File: src/rtl/writeback_stage.sv
// Writeback stage: registers the memory-stage result for the GPR write port.
// It also contains a 32-cycle restoring signed divider that drives HI/LO.
module writeback_stage (
  input  logic        clock,
  input  logic        reset_n,
  input  logic        valid_m,
  input  logic        reg_write_m,
  input  logic        mem_to_reg_m,
  input  logic [31:0] alu_out_m,
  input  logic [31:0] read_data_m,
  input  logic [4:0]  write_reg_m,
  input  logic        has_div_m,
  input  logic [31:0] div_dividend_m,
  input  logic [31:0] div_divisor_m,
  output logic        reg_write_w,
  output logic [4:0]  writeback_id,
  output logic [31:0] writeback_value,
  output logic        has_div_w,
  output logic [31:0] div_hi_w,
  output logic [31:0] div_lo_w,
  output logic        div_stall
);

  typedef enum logic [1:0] {IDLE, BUSY, DONE} state_t;

  state_t      state_q;
  logic [4:0]  count_q;
  logic [32:0] rem_q;
  logic [31:0] quo_q;
  logic [31:0] dvsr_q;
  logic        neg_quo_q;
  logic        neg_rem_q;
  logic        dvsr_zero_q;

  logic        start;
  logic [31:0] abs_dvd;
  logic [31:0] abs_dvsr;
  logic [32:0] shifted;
  logic [32:0] diff;
  logic [32:0] rem_d;
  logic [31:0] quo_d;
  logic [31:0] hi_fix;
  logic [31:0] lo_fix;

  assign abs_dvd  = div_dividend_m[31] ? -div_dividend_m : div_dividend_m;
  assign abs_dvsr = div_divisor_m[31]  ? -div_divisor_m  : div_divisor_m;

  assign start = valid_m & has_div_m & (state_q == IDLE);
  // Gated by reset_n so the stall drops the instant reset is asserted.
  assign div_stall = reset_n & ((state_q == BUSY) | start);

  // One restoring step: the dividend bits shift out of quo_q into the remainder.
  always_comb begin
    shifted = {rem_q[31:0], quo_q[31]};
    diff    = shifted - {1'b0, dvsr_q};
    rem_d   = shifted;
    quo_d   = {quo_q[30:0], 1'b0};
    if (!diff[32]) begin
      rem_d = diff;
      quo_d = {quo_q[30:0], 1'b1};
    end
    hi_fix = neg_rem_q ? -rem_d[31:0] : rem_d[31:0];
    lo_fix = dvsr_zero_q ? 32'hFFFF_FFFF : (neg_quo_q ? -quo_d : quo_d);
  end

  always_ff @(posedge clock or negedge reset_n) begin
    if (!reset_n) begin
      state_q         <= IDLE;
      count_q         <= 5'd0;
      rem_q           <= 33'd0;
      quo_q           <= 32'd0;
      dvsr_q          <= 32'd0;
      neg_quo_q       <= 1'b0;
      neg_rem_q       <= 1'b0;
      dvsr_zero_q     <= 1'b0;
      reg_write_w     <= 1'b0;
      writeback_id    <= 5'd0;
      writeback_value <= 32'd0;
      has_div_w       <= 1'b0;
      div_hi_w        <= 32'd0;
      div_lo_w        <= 32'd0;
    end else begin
      reg_write_w     <= valid_m & reg_write_m & ~has_div_m & ~div_stall;
      writeback_value <= mem_to_reg_m ? read_data_m : alu_out_m;
      writeback_id    <= write_reg_m;
      has_div_w       <= 1'b0;
      case (state_q)
        IDLE: begin
          if (start) begin
            rem_q       <= 33'd0;
            quo_q       <= abs_dvd;
            dvsr_q      <= abs_dvsr;
            neg_quo_q   <= div_dividend_m[31] ^ div_divisor_m[31];
            neg_rem_q   <= div_dividend_m[31];
            dvsr_zero_q <= (div_divisor_m == 32'd0);
            count_q     <= 5'd31;
            state_q     <= BUSY;
          end
        end
        BUSY: begin
          rem_q <= rem_d;
          quo_q <= quo_d;
          if (count_q == 5'd0) begin
            div_hi_w  <= hi_fix;
            div_lo_w  <= lo_fix;
            has_div_w <= 1'b1;
            state_q   <= DONE;
          end else begin
            count_q <= count_q - 5'd1;
          end
        end
        DONE:    state_q <= IDLE;
        default: state_q <= IDLE;
      endcase
    end
  end

endmodule

File: config.mk
export PLATFORM = sky130hd
export DESIGN_NAME = writeback_stage
export DESIGN_NICKNAME = d
export VERILOG_FILES = /design/src/rtl/writeback_stage.sv
export SDC_FILE = /design/constraint.sdc
export NUM_CORES = 1
export LEC_CHECK = 0
export BUFFER_PORTS_ARGS = -buffer_cell sky130_fd_sc_hd__buf_2
export CORE_MARGIN = 1
export CORE_UTILIZATION = 55
export DETAILED_ROUTE_END_ITERATION = 12
export PLACE_DENSITY = 0.79
export REMOVE_ABC_BUFFERS = 1
export SYNTH_ARGS = -nofsm -noshare
export SYNTH_HDL_FRONTEND = slang
export SYNTH_SLANG_ARGS = --single-unit
File: constraint.sdc
create_clock -name clock -period 8.8 [get_ports clock]
set_input_delay 1.32 -clock clock [delete_from_list [all_inputs] [get_ports clock]]
set_output_delay 1.32 -clock clock [all_outputs]
set_load 0.05 [all_outputs]
# == Word-level counts from Yosys, hierarchy flattened ==
# Index checks and enable logic that the tools add are counted.
# Widths: inputs -> output; s select.
# word_totals
ff_bits,209
inputBits,139
out_inout_bits,104
elab_cells,63
# classes
n_addsub,6
eq_ne,4
n_mux,20
bitwise_logic,10
n_reduce_logical,9
# ops
operator,count
$mux 32,9
$neg 32->32,4
$pmux 32 s2,2
$sub 33x32->33,1
$logic_not 32->1,1
$mux 5,2
$pmux 5 s2,1
$reduce_and 2->1,4
$and 1x1->1,6
$logic_not 5->1,1
$sub 5x1->5 const B,1
$mux 2,2
$ne 2x2->1 const B,2
$pmux 2 s2,1
$mux 1,3
$reduce_and 3->1,1
$eq 2x1->1 const B,1
$logic_not 2->1,1
$ne 2x1->1 const B,1
$not 1->1,2
$reduce_bool 2->1,1
$or 1x1->1,1
$xor 1x1->1,1

# == Depth between registers and ports, before layout ==
# depth
depth_word,6
depth_mapped,23
mapped_depth_nobuf,19

# == Least setup slack after synthesis ==
# Ideal clock, no wire load.
# synth_timing
kind,reg2reg
startpoint,reg quo_q[31]
endpoint,reg div_hi_w[28]
setup_time_ns,0.125
t_arrival_ns,4.964
required_time_ns,8.675
slack_ns,3.712
stages_incl_launch_ff,24
path_buffers,4
period_less_slack_ns,5.088
cell_sequence,dfrtp_1 -> inv_1 -> ha_1 -> fa_1 -> nor2b_4 -> o31ai_4 -> a311oi_4 -> o2111ai_4 -> a311o_1 -> nand2_1 -> buf_2 -> buf_2 -> buf_2 -> buf_2 -> nand2_1 -> o21ai_0 -> ha_1 -> nand3_1 -> a21oi_1 -> o22ai_1 -> o21a_1 -> or4_1 -> xnor2_1 -> mux2_2
# synth_between
elab_chain_cells,4
# synth_lines
element,line,rtl
start: declaration,29,logic [31:0] quo_q;
start signal: assignment,91,quo_q <= abs_dvd;
start signal: assignment,102,quo_q <= quo_d;
$sub 33x32->33,55,"diff = shifted - {1'b0, dvsr_q};"
$mux 32 (*),58,if (!diff[32]) begin
$neg 32->32,62,hi_fix = neg_rem_q ? -rem_d[31:0] : rem_d[31:0];
$mux 32 (*),62,
end signal: assignment,104,div_hi_w <= hi_fix;
end: declaration,19,"output logic [31:0] div_hi_w,"
# Every way passes the cells marked *; elsewhere a longest branch is shown, timed or not.
# A chain may end at the register's enable or synchronous reset.

# == Final worst setup path ==
# layout_timing
startpoint,reg rem_q[12]
endpoint,reg div_hi_w[28]
# layout_between
elab_chain_cells,4
# layout_lines
element,line,rtl
start: declaration,28,logic [32:0] rem_q;
start signal: assignment,101,rem_q <= rem_d;
$sub 33x32->33,55,
$mux 32 (*),58,
$neg 32->32,62,
$mux 32 (*),62,
# Marks and branches as above.

==> results.toml <==
[critical_path]
r2r_start = "rem_q[12]"
worst-endpoint-arrival_ns = 6.12
setup.worst_path.end = "div_hi_w[28]"
crit_required_ns = 9.22
path_class = "reg -> reg"
worst_r2r_path_depth = 15
worstSetupStartpoint = "rem_q[12]"
timing.reg2reg.setup_slack_ns = 3.10
worstSetupStartpointType = "flop"
r2r-end = "div_hi_w[28]"
crit_fanout = 15
critical_path.endpoint_type = "flop"

[synthesis]
ys_async_sr_fraction = 1.000
synthSimpleGateAreaFrac = 0.1763
synth_fa_ha_area_frac = 0.03768
ys_seq_area_frac = 0.3978
ys_warn_count = 0
synth_area_sq_um = 13150
postSynthAreaPerCell_sq_um = 8.837
synthesis.instances = 1488
synth_compound_gate_area_share = 0.2165
synth_top_area_frac = 0.3978
synthTopCellsByArea = "sky130_fd_sc_hd__dfrtp_1 (40%), sky130_fd_sc_hd__o21ai_0 (7.0%), sky130_fd_sc_hd__xor2_1 (6.9%)"
yosys.area_share.xor_xnor = 0.09192
synth_flop_cell = "sky130_fd_sc_hd__dfrtp_1"
synth.ff_latch_count = 209
largest_family_of_logic_cells_by_synthesized_area = "compound AO/OA/AOI/OAI gates"
yosys.cell_types.count = 85
synth_enable_flop_cells = 0
synthMuxAreaShare = 0.04044
synth_largest_area_cell = "sky130_fd_sc_hd__dfrtp_1"

[timing]
worst-slew-pin-transition_ns = 1.202
maxClockFrequency_mhz = 175.4
clock_skew_ns = 0.01973
setup_viol = 0
final.setup.tns_ns = 0
rsz_0062_raised_after_global_routing = "no"
final.period_utilization = 0.6480
final_period_demand_of_the_worst_path_ns = 5.702
timing.final.ws_setup_ns = 3.098
report.final.slew_viol_count = 0
slew_headroom = 0.1980
final_hold_viol_count = 0

[drt]
antenna_violating_nets_post_route = 0
finalWirelength_um = 36770
detailroute.via_count = 12123
detailed_router_s_first_iteration_violation_count = 905
avgRoutedWirePerCell_um = 18.24
drt_first_pass_iters = 6
remaining_design_rule_violation_count = 0
drt-vias-per-instance = 6.013

[global_routing]
first_pass_grt_wire_length_um = 58870
globalRouteMet3Util = 0.04459
maximum_number_of_pins_on_one_net_before_global_route_repair = 85
grtUsageMet1 = 0.3883
overflow = 0
grt_use_total = 0.3035
first_global_vias = 11643
met2_usage = 0.5225
antenna_found_initial = 2
busiest_layer = "met2"

[finish]
layout-drive-gt1-share = 0.2064
most-common-layout-cells = "sky130_fd_sc_hd__buf_2 (241), sky130_fd_sc_hd__dfrtp_1 (209), sky130_fd_sc_hd__o21ai_0 (185), sky130_fd_sc_hd__nand2_1 (161), sky130_fd_sc_hd__xor2_1 (103)"
layout_commonest_cell = "sky130_fd_sc_hd__buf_2"
area_added_between_synthesis_and_finish_pct = 16.46
post_route_core_utilization = 0.6524
layout.filler_cells = 1968
final_nets = 1861

[floorplan]
placeableCoreArea_sq_um = 23470
die_area_sq_um = 24530
fp.dieW_um = 156.6
start_util = 0.5602
chipHeight_um = 156.6
ioPinCount = 243
fp-row-count = 56

[clocking]
clock_sinks = 209
clk_root_buffer_cell = "sky130_fd_sc_hd__clkbuf_16"
cts.clk_slew.worst_paths_ns = 0.06
cts_hold_buffers_added = 0
clock_tree_buf_depth = 3
cts-htree-levels = 1
tritoncts = "built"
cts_repair_resize_count = 0
postCtsSetupBuffers = 0
clock_insertion_delay_worst_skew_ns = 0.54
cts-buffers-inserted = 23

[place]
finalWeightedCongestion = 0.9523
pre_cts_slack_ns = 3.173
dpl.hpwl_um = 26800
placement.io_buffers = 242

[worst_hold_path]
hold_class = "reg -> reg"

[job]
drv_cap = 0

[run_status]
status = "completed"
## routing by layer
layer / vias up / wire length [um] / part of all wire
li1: 5769 / - / -
met1: 5805 / 15180 / 0.41
met2: 469 / 17990 / 0.49
met3: 78 / 2368 / 0.064
met4: 2 / 1215 / 0.033
met5: - / 15 / 0.00041
## cell families after synthesis
group	count (synthesis)
mux	49
fa+ha+maj	39
compound gates	448
buf+inv	132
flops	209
xor+xnor	138
simple gates	473
## critical path, stage by stage (launching register included)
cell and delay (ns):
sky130_fd_sc_hd__dfrtp_1 0.42, sky130_fd_sc_hd__ha_1 0.45, sky130_fd_sc_hd__a21oi_1 0.27, sky130_fd_sc_hd__o21ai_1 0.16
sky130_fd_sc_hd__a311oi_1 0.66, sky130_fd_sc_hd__a311o_1 0.67, sky130_fd_sc_hd__nand2_1 0.51, sky130_fd_sc_hd__o21ai_0 0.48
sky130_fd_sc_hd__ha_1 0.26, sky130_fd_sc_hd__nand3_1 0.08, sky130_fd_sc_hd__a21oi_1 0.16, sky130_fd_sc_hd__o22ai_1 0.21
sky130_fd_sc_hd__o21a_1 0.30, sky130_fd_sc_hd__or4_1 0.56, sky130_fd_sc_hd__xnor2_1 0.14, sky130_fd_sc_hd__mux2_2 0.26
## registers in the layout, summed over array words and instances, names as in the netlist
signal	cells
quo_q	32
has_div_w	1
reg_write_w	1
neg_rem_q	1
count_q	5
neg_quo_q	1
dvsr_q	32
rem_q	32
div_hi_w	32
dvsr_zero_q	1
div_lo_w	32
writeback_value	32
writeback_id	5
state_q	2
## area by class of cell
class	instances	area [sq um]	area share
multi-input cells	1147	7426	0.4849
repair buffers	254	1311	0.08563
well taps	319	399.1	0.02606
flip-flops and latches	209	5230	0.3415
clock buffers	31	635.6	0.04151
diodes	1	2.502	0.0001634
clock inverters	7	128.9	0.008416
inverters	48	180.2	0.01177
## Yosys cell counts, drive strengths merged (5+ instances only)
| cell | number |
|---|---|
| dfrtp | 209 |
| o21ai | 190 |
| nand2 | 162 |
| xor2 | 103 |
| nor2 | 86 |
| a21oi | 82 |
| nand3 | 63 |
| clkbuf | 59 |
| inv | 46 |
| ha | 38 |
| xnor2 | 35 |
| mux2 | 33 |
| o31ai | 33 |
| a22oi | 31 |
| or3 | 27 |
| buf | 25 |
| nor3 | 23 |
| or4 | 19 |
| mux2i | 16 |
| and3 | 15 |
| nand2b | 14 |
| a21o | 11 |
| a31oi | 11 |
| o41ai | 11 |
| nand4 | 10 |
| o211ai | 10 |
| a211oi | 9 |
| and2 | 9 |
| nor2b | 9 |
| nor4 | 9 |
| o21a | 7 |
| a21boi | 6 |
| or2 | 6 |
| a211o | 5 |
## worst min path at each step
stage | startpoint | depth (start not counted) | to
detailed placement | div_lo_w[30] | 2 | div_lo_w[30]
finish | div_hi_w[22] | 2 | div_hi_w[22]
global route | div_hi_w[18] | 2 | div_hi_w[18]
global placement | div_hi_w[19] | 2 | div_hi_w[19]
floorplan | dvsr_q[10] | 2 | dvsr_q[10]
CTS | div_hi_w[22] | 2 | div_hi_w[22]
## through the flow
stage                     hold slack, ns  cell area (sq um)  cells
after floorplan                   0.4498              12810   1404
after global placement            0.4556              14550   1977
after detailed placement          0.4644              14550   1977
after CTS                         0.4775              15310   2015
after global routing              0.4968              15310   2015
final                             0.4681              15310   2016
Power is left out: the tool's default activity adds up to more than one toggle a clock period on the data nets, which glitch-free logic cannot reach.
